[src/rtl/instr_encoder_pkg.sv]
// Shared types, opcode constants and immediate range helpers for the LEGv8 instruction encoder.
package instr_encoder_pkg;

  typedef enum logic [2:0] {
    OP_LDUR    = 3'd0,
    OP_STUR    = 3'd1,
    OP_CBZ     = 3'd2,
    OP_ADD     = 3'd3,
    OP_SUB     = 3'd4,
    OP_AND     = 3'd5,
    OP_ORR     = 3'd6,
    OP_ILLEGAL = 3'd7
  } enc_op_t;

  localparam logic [10:0] OPC_LDUR = 11'b11111000010;
  localparam logic [10:0] OPC_STUR = 11'b11111000000;
  localparam logic [10:0] OPC_ADD  = 11'b10001011000;
  localparam logic [10:0] OPC_SUB  = 11'b11001011000;
  localparam logic [10:0] OPC_AND  = 11'b10001010000;
  localparam logic [10:0] OPC_ORR  = 11'b10101010000;
  localparam logic [7:0]  OPC_CBZ  = 8'b10110100;

  localparam logic signed [63:0] IMM9_MIN  = -64'sd256;
  localparam logic signed [63:0] IMM9_MAX  =  64'sd255;
  localparam logic signed [63:0] IMM19_MIN = -64'sd262144;
  localparam logic signed [63:0] IMM19_MAX =  64'sd262143;

  // True when value survives truncation to a field whose sign-extended range is [lo, hi].
  function automatic logic fits_signed(input logic signed [63:0] value,
                                       input logic signed [63:0] lo,
                                       input logic signed [63:0] hi);
    return (value >= lo) && (value <= hi);
  endfunction

endpackage

[src/rtl/instr_encoder_pack.sv]
// Combinational field packer: turns an op/register/immediate bundle into a 32-bit LEGv8 word
// and flags out-of-range immediates and the illegal op code.
module instr_pack
  import instr_encoder_pkg::*;
(
  input  logic [2:0]  op,
  input  logic [4:0]  rd,
  input  logic [4:0]  rn,
  input  logic [4:0]  rm,
  input  logic [63:0] imm,
  output logic [31:0] instr,
  output logic        err
);

  enc_op_t op_e;
  assign op_e = enc_op_t'(op);

  // NOTE: every output gets a default before the case so no path leaves it unassigned (no latch).
  always_comb begin
    instr = 32'h0;
    err   = 1'b0;
    case (op_e)
      OP_LDUR: begin
        instr = {OPC_LDUR, imm[8:0], 2'b00, rn, rd};
        err   = !fits_signed(imm, IMM9_MIN, IMM9_MAX);
      end
      OP_STUR: begin
        instr = {OPC_STUR, imm[8:0], 2'b00, rn, rd};
        err   = !fits_signed(imm, IMM9_MIN, IMM9_MAX);
      end
      OP_CBZ: begin
        instr = {OPC_CBZ, imm[18:0], rd};
        err   = !fits_signed(imm, IMM19_MIN, IMM19_MAX);
      end
      OP_ADD:  instr = {OPC_ADD, rm, 6'b0, rn, rd};
      OP_SUB:  instr = {OPC_SUB, rm, 6'b0, rn, rd};
      OP_AND:  instr = {OPC_AND, rm, 6'b0, rn, rd};
      OP_ORR:  instr = {OPC_ORR, rm, 6'b0, rn, rd};
      default: err = 1'b1;
    endcase
  end

endmodule

[src/rtl/instr_encoder.sv]
// Streaming LEGv8 encoder: one valid/ready output register stage plus word-address and error counters.
// Optional build macro INSTR_ENCODER_DROP_ERR_EN drops flagged bundles instead of emitting them.
module instr_encoder
  import instr_encoder_pkg::*;
#(
  parameter int ADDR_W   = 6,
  parameter int ERRCNT_W = 8
) (
  input  logic                clk,
  input  logic                reset,
  input  logic                in_valid,
  output logic                in_ready,
  input  logic [2:0]          op,
  input  logic [4:0]          rd,
  input  logic [4:0]          rn,
  input  logic [4:0]          rm,
  input  logic [63:0]         imm,
  output logic                out_valid,
  input  logic                out_ready,
  output logic [31:0]         out_instr,
  output logic [ADDR_W-1:0]   out_addr,
  output logic                out_err,
  output logic [ERRCNT_W-1:0] err_count
);

  logic [31:0] pack_instr;
  logic        pack_err;
  logic        accept;
  logic        out_hs;
  logic        load;
  logic        err_inc;

  instr_pack u_pack (
    .op    (op),
    .rd    (rd),
    .rn    (rn),
    .rm    (rm),
    .imm   (imm),
    .instr (pack_instr),
    .err   (pack_err)
  );

  assign in_ready = !out_valid || out_ready;
  assign accept   = in_valid && in_ready;
  assign out_hs   = out_valid && out_ready;

`ifdef INSTR_ENCODER_DROP_ERR_EN
  // Flagged bundles are consumed and counted on accept but never reach the output register.
  assign load    = accept && !pack_err;
  assign err_inc = accept && pack_err;
  assign out_err = 1'b0;
`else
  logic out_err_q;

  assign load    = accept;
  assign err_inc = out_hs && out_err_q;
  assign out_err = out_err_q;

  always_ff @(posedge clk or posedge reset) begin
    if (reset) begin
      out_err_q <= 1'b0;
    end else if (load) begin
      out_err_q <= pack_err;
    end
  end
`endif

  // NOTE: state registers use non-blocking assignments so every flop samples pre-edge values.
  always_ff @(posedge clk or posedge reset) begin
    if (reset) begin
      out_valid <= 1'b0;
      out_instr <= 32'h0;
    end else if (load) begin
      out_valid <= 1'b1;
      out_instr <= pack_instr;
    end else if (out_hs) begin
      out_valid <= 1'b0;
    end
  end

  // Address names the word currently presented; it wraps silently at the imem depth.
  always_ff @(posedge clk or posedge reset) begin
    if (reset) begin
      out_addr <= '0;
    end else if (out_hs) begin
      out_addr <= out_addr + 1'b1;
    end
  end

  always_ff @(posedge clk or posedge reset) begin
    if (reset) begin
      err_count <= '0;
    end else if (err_inc && (err_count != '1)) begin
      err_count <= err_count + 1'b1;
    end
  end

endmodule

[config.mk]
export PLATFORM = sky130hd
export DESIGN_NAME = instr_encoder
export DESIGN_NICKNAME = d
export VERILOG_FILES = /design/src/rtl/instr_encoder_pkg.sv /design/src/rtl/instr_encoder_pack.sv /design/src/rtl/instr_encoder.sv
export SDC_FILE = /design/constraint.sdc
export NUM_CORES = 1
export LEC_CHECK = 0
export ABC_AREA = 1
export ABC_CLOCK_PERIOD_IN_PS = 2600
export CELL_PAD_IN_SITES_DETAIL_PLACEMENT = 1
export CELL_PAD_IN_SITES_GLOBAL_PLACEMENT = 1
export CORE_ASPECT_RATIO = 0.9
export CORE_MARGIN = 3
export CORE_UTILIZATION = 30
export CTS_CLUSTER_DIAMETER = 200
export DETAILED_ROUTE_END_ITERATION = 10
export GPL_TIMING_DRIVEN = 0
export PLACE_DENSITY_LB_ADDON = 0.1
export SETUP_SLACK_MARGIN = 0.15
export SLEW_MARGIN = 0
export SYNTH_ARGS = -nofsm -noshare
export SYNTH_HDL_FRONTEND = slang
export SYNTH_SLANG_ARGS = --single-unit
[constraint.sdc]
create_clock -name clk -period 2.6 [get_ports clk]
set_input_delay 0.52 -clock clk [delete_from_list [all_inputs] [get_ports clk]]
set_output_delay 0.52 -clock clk [all_outputs]
set_load 0.02 [all_outputs]
# Word-level counts from Yosys, hierarchy flattened
# Index checks and enable logic that the tools add are counted.
word_totals:
  register_bits: 48
  inputBits: 86
  out_inout_bits: 49
  elab_cells: 36
op_classes:
  n_addsub: 2
  order_cmp: 4
  eq_ne: 7
  mux: 4
  n_reduce_logical: 14
ops:
  columns: ["op", "count"]
  rows:
  - ["$pmux W32 S7", 1]
  - ["$ge A64 B19 Y1 const B", 1]
  - ["$ge A64 B9 Y1 const B", 1]
  - ["$le A64 B19 Y1 const B", 1]
  - ["$le A64 B9 Y1 const B", 1]
  - ["$eq A3 B3 Y1 const B", 3]
  - ["$add A8 B1 Y8 const B", 1]
  - ["$ne A8 B8 Y1 const B", 1]
  - ["$add A6 B1 Y6 const B", 1]
  - ["$eq A3 B2 Y1 const B", 2]
  - ["$logic_and A1 B1 Y1", 6]
  - ["$reduce_or A4 Y1", 1]
  - ["$eq A3 B1 Y1 const B", 1]
  - ["$logic_not A1 Y1", 3]
  - ["$logic_not A3 Y1", 1]
  - ["$pmux W1 S3", 1]
  - ["$mux W1", 2]
  - ["$reduce_bool A2 Y1", 1]
  - ["$reduce_or A2 Y1", 1]
  - ["$logic_or A1 B1 Y1", 1]

# Longest topological paths before layout
depth:
  word_depth: 4
  mapped_depth: 13
  ltp_nobuf: 13

# Hierarchy
# From an unflattened synthesis, not the netlist that was laid out.
unflattened:
  hier_cells: 425
  area_unflattened_um2: 2945.3
by_module_without_submodules:
  columns: ["module", "instances", "cells_per_inst", "area_each_um2", "seq_area_each_um2"]
  rows:
  - ["instr_encoder", 1, 232, 2105.8, 1201.2]
  - ["instr_pack", 1, 193, 839.6, 0.0]

# Worst setup path before layout
# OpenSTA, ideal clock, no wires.
synth_timing:
  path_type: "flip-flop to flip-flop"
  start: "register err_count[0]"
  end: "register err_count[6]"
  setup_ns: 0.079
  arrival_time_ns: 1.464
  t_required_ns: 2.521
  slack_ns: 1.056
  path_stages_with_launch: 9
  n_path_buf: 0
  period_less_slack_ns: 1.544
  path_cell_list: "dfrtp_1 ha_1 inv_1 nor4_2 nand3_1 nand2_2 inv_2 nand2_1 xor2_1"
synth_between:
  elab_chain_len: 2
  word_cells_on_any_way: 3
  classes_between: "add/sub (1); eq/ne (1); reduce/logical (1)"
synth_rtl:
  columns: ["element", "line", "source"]
  rows:
  - ["start: declaration", "instr_encoder.sv:23", "output logic [ERRCNT_W-1:0] err_count"]
  - ["start signal: assignment", "instr_encoder.sv:94", "err_count <= err_count + 1'b1;"]
  - ["parallel branches: the longest is 2 deep, another holds $add A8 B1 Y8", null, null]
# Several ways; the timed one is not identified.
# A chain may end at the register's enable or synchronous reset.

# Worst setup path in the final report
layout_timing:
  start: "input out_ready"
  end: "output in_ready"
layout_between:
  elab_chain_len: 1
layout_rtl:
  columns: ["element", "line", "source"]
  rows:
  - ["start: declaration", "instr_encoder.sv:19", "input logic out_ready,"]
  - ["$logic_or A1 B1 Y1", "instr_encoder.sv:43", "assign in_ready = !out_valid || out_ready;"]
  - ["end: declaration", "instr_encoder.sv:12", "output logic in_ready,"]
# Every way passes these cells.

==> results.ini <==
[run_status]
status=completed

[synth]
ys_ff_latch=48
synthCells=362
ys_seq_area_frac=0.447
syn-cell-area_um2=2690
yosysUniqueCellTypes=34
yosys_warnings=0
syn_area_per_cell_um2=7.42
synth_nets=450

[timing]
setup_viol=0
fmax_ghz=0.435
hold_viol_final=0
grt_setup_unrepaired=false
fin_crit_ps=2300
maxSlewHeadroom=0.682
worst_slack_ps=302
tightestPinTransition_ps=477
fin_crit_sh=0.884
slew_violations=0
finClkSkew_ps=6.38

[routing]
routed_via_density=4.66
wire_per_inst_um=14.2
drc_errors=0
drt-initial-drc-count=50
ant_nets=0
dr.pass1.iters=4
dr_total_vias=2907
wirelength_um=8850

[die]
die_w_um=106
core_area_um2=8650
num_rows=32
initial_core_util=0.311
io_pins=135
dieArea_um2=10100
die_h_um=95.8

[global_routing]
grt-ovfl-total=0
grt_pass1_vias=3089
grt_usage=0.175
grt_max_degree=40
grt_antenna_before_repair=0
grt_pass1_wl_um=14300

[clocking]
cts_tree=built
clk_pin_slew_ps=90
post_cts_buffers=0
cts_root_buffer=clkbuf_8
ctsHoldBuffers=0
numCtsBuffers=5
clockBufferDepth=2
ctsResizeCount=0
clock_latency_ps=310
cts_max_level=2
cts_sinks=48

[place]
port-buffer-count=134
gp_congestion=0.814
hpwl_um=7450
dp_slack_ps=313

[power]
power_frac_seq=0.408
pwr-share-clk=0.195
p_switching_mw=0.899
internal-power_mw=1.61
total_power_mw=2.51
comb_power_share=0.397
swShare=0.358
p_leak_nw=1.90
peakVddDrop_uv=266
powerDensity_nw_per_um2=584

[cells_and_area]
final_nets=592
final_common_cell=clkdlybuf4s50_1
drive_above_1_share=0.0574
synthToLayoutAreaGrowth_pct=59.8
mostFrequentLayoutCells=clkdlybuf4s50_1, nand2_1, nor2_1, dfrtp_1, inv_1
diodes=0

[setup_path]
startpoint_type=primary input
worstRegToRegCells=8
critPathRequiredTime_ps=2080
critPathKind=in -> out
crit_arrival_ps=1780
end_kind=output port
crit_fanout=3

[run]
drv_cap=0

[worst_hold_path]
hp-class=in -> async

[power by group through the flow]
stage | combinational (mW) | clock, mW | sequential, mW
finish | 0.996 | 0.489 | 1.02
global route | 1.08 | 0.528 | 1.05
CTS | 1.01 | 0.508 | 1.03
detailed placement | 1.01 | 0 | 1.04
global placement | 0.979 | 0 | 1.02
floorplan | 0.282 | 0 | 1.20
[layer usage]
metal  vias to the layer above  part of all wire  global-route usage
li1                       1448                 -                   -
met1                      1366              0.42               0.203
met2                        83              0.50               0.323
met3                        10             0.068              0.0523
met4                         0            0.0087              0.0334
met5                         -                 0                   0
[worst max-delay path, cell delays in order]
cell,delay (ps)
clkdlybuf4s50_1,490
inv_1,40
nand2_1,110
clkdlybuf4s50_1,620
[layout make-up]
| class | instances | area (um2) |
|---|---|---|
| Timing Repair Buffer | 135 | 1360 |
| Buffer | 6 | 35.0 |
| Inverter | 27 | 101 |
| Fill cell | 1093 | 4350 |
| Multi-Input combinational cell | 281 | 1350 |
| Sequential cell | 48 | 1200 |
| Clock buffer | 6 | 82.6 |
| Tap cell | 119 | 149 |
| Clock inverter | 2 | 13.8 |
[worst paths after layout]
check	slack (ps)	to	start
setup / recovery	300	in_ready	out_ready
hold / removal	450	out_addr[0]	reset
setup reg to reg	950	err_count[6]	err_count[0]
hold reg to reg	480	out_addr[5]	out_addr[5]
max in group asynchronous	1670	out_instr[5]	reset
min in group clk	480	out_addr[5]	out_addr[5]
[logic make-up after synthesis]
kind of cell / share of synthesized area
AND/OR/NAND/NOR: 0.348
flip-flops: 0.447
AO/OA/AOI/OAI: 0.101
buffers and inverters: 0.0507
XOR/XNOR: 0.0391
adder cells (fa/ha/maj): 0.00931
multiplexers: 0.00419
[sequential cells by signal (all words and copies together), names as in the netlist]
register / flops
out_instr: 32
err_count: 8
out_addr: 6
out_err: 1
out_valid: 1
[synthesized netlist by cell type]
master / instances / share of area
nor3_1: 2 / 0.0037
nor2_2: 3 / 0.0070
ha_1: 2 / 0.0093
xnor2_1: 3 / 0.0098
nor2_1: 65 / 0.091
or2_4: 1 / 0.0033
nand4_1: 3 / 0.0070
inv_1: 23 / 0.032
a21o_1: 1 / 0.0028
nor4_1: 1 / 0.0023
clkbuf_1: 3 / 0.0042
o21ai_0: 8 / 0.015
nand2_1: 132 / 0.18
mux2_2: 1 / 0.0042
nor4_2: 1 / 0.0047
o211ai_1: 4 / 0.011
dfrtp_1: 48 / 0.45
nor3_4: 1 / 0.0061
nor2_4: 2 / 0.0084
buf_4: 1 / 0.0028
a31oi_1: 3 / 0.0070
buf_6: 1 / 0.0042
a32oi_1: 5 / 0.016
nand2_2: 2 / 0.0047
xor2_1: 9 / 0.029
o31ai_1: 1 / 0.0028
a21oi_1: 1 / 0.0019
nand3_1: 14 / 0.026
buf_2: 1 / 0.0019
inv_2: 4 / 0.0056
a22o_1: 7 / 0.023
o21ai_1: 6 / 0.011
o21ai_2: 1 / 0.0033
a32o_1: 2 / 0.0074
[metrics by stage]
step	hold WS, ps	util	area, um2	instances	setup TNS [ps]
finish	452	0.497	4290	624	0
global route	457	0.497	4290	624	0
CTS	447	0.497	4290	624	0
detailed placement	469	0.485	4200	616	0
global placement	458	0.483	4180	615	-4650
floorplan	582	-	2690	362	0
Power figures use the tool's default switching activity.
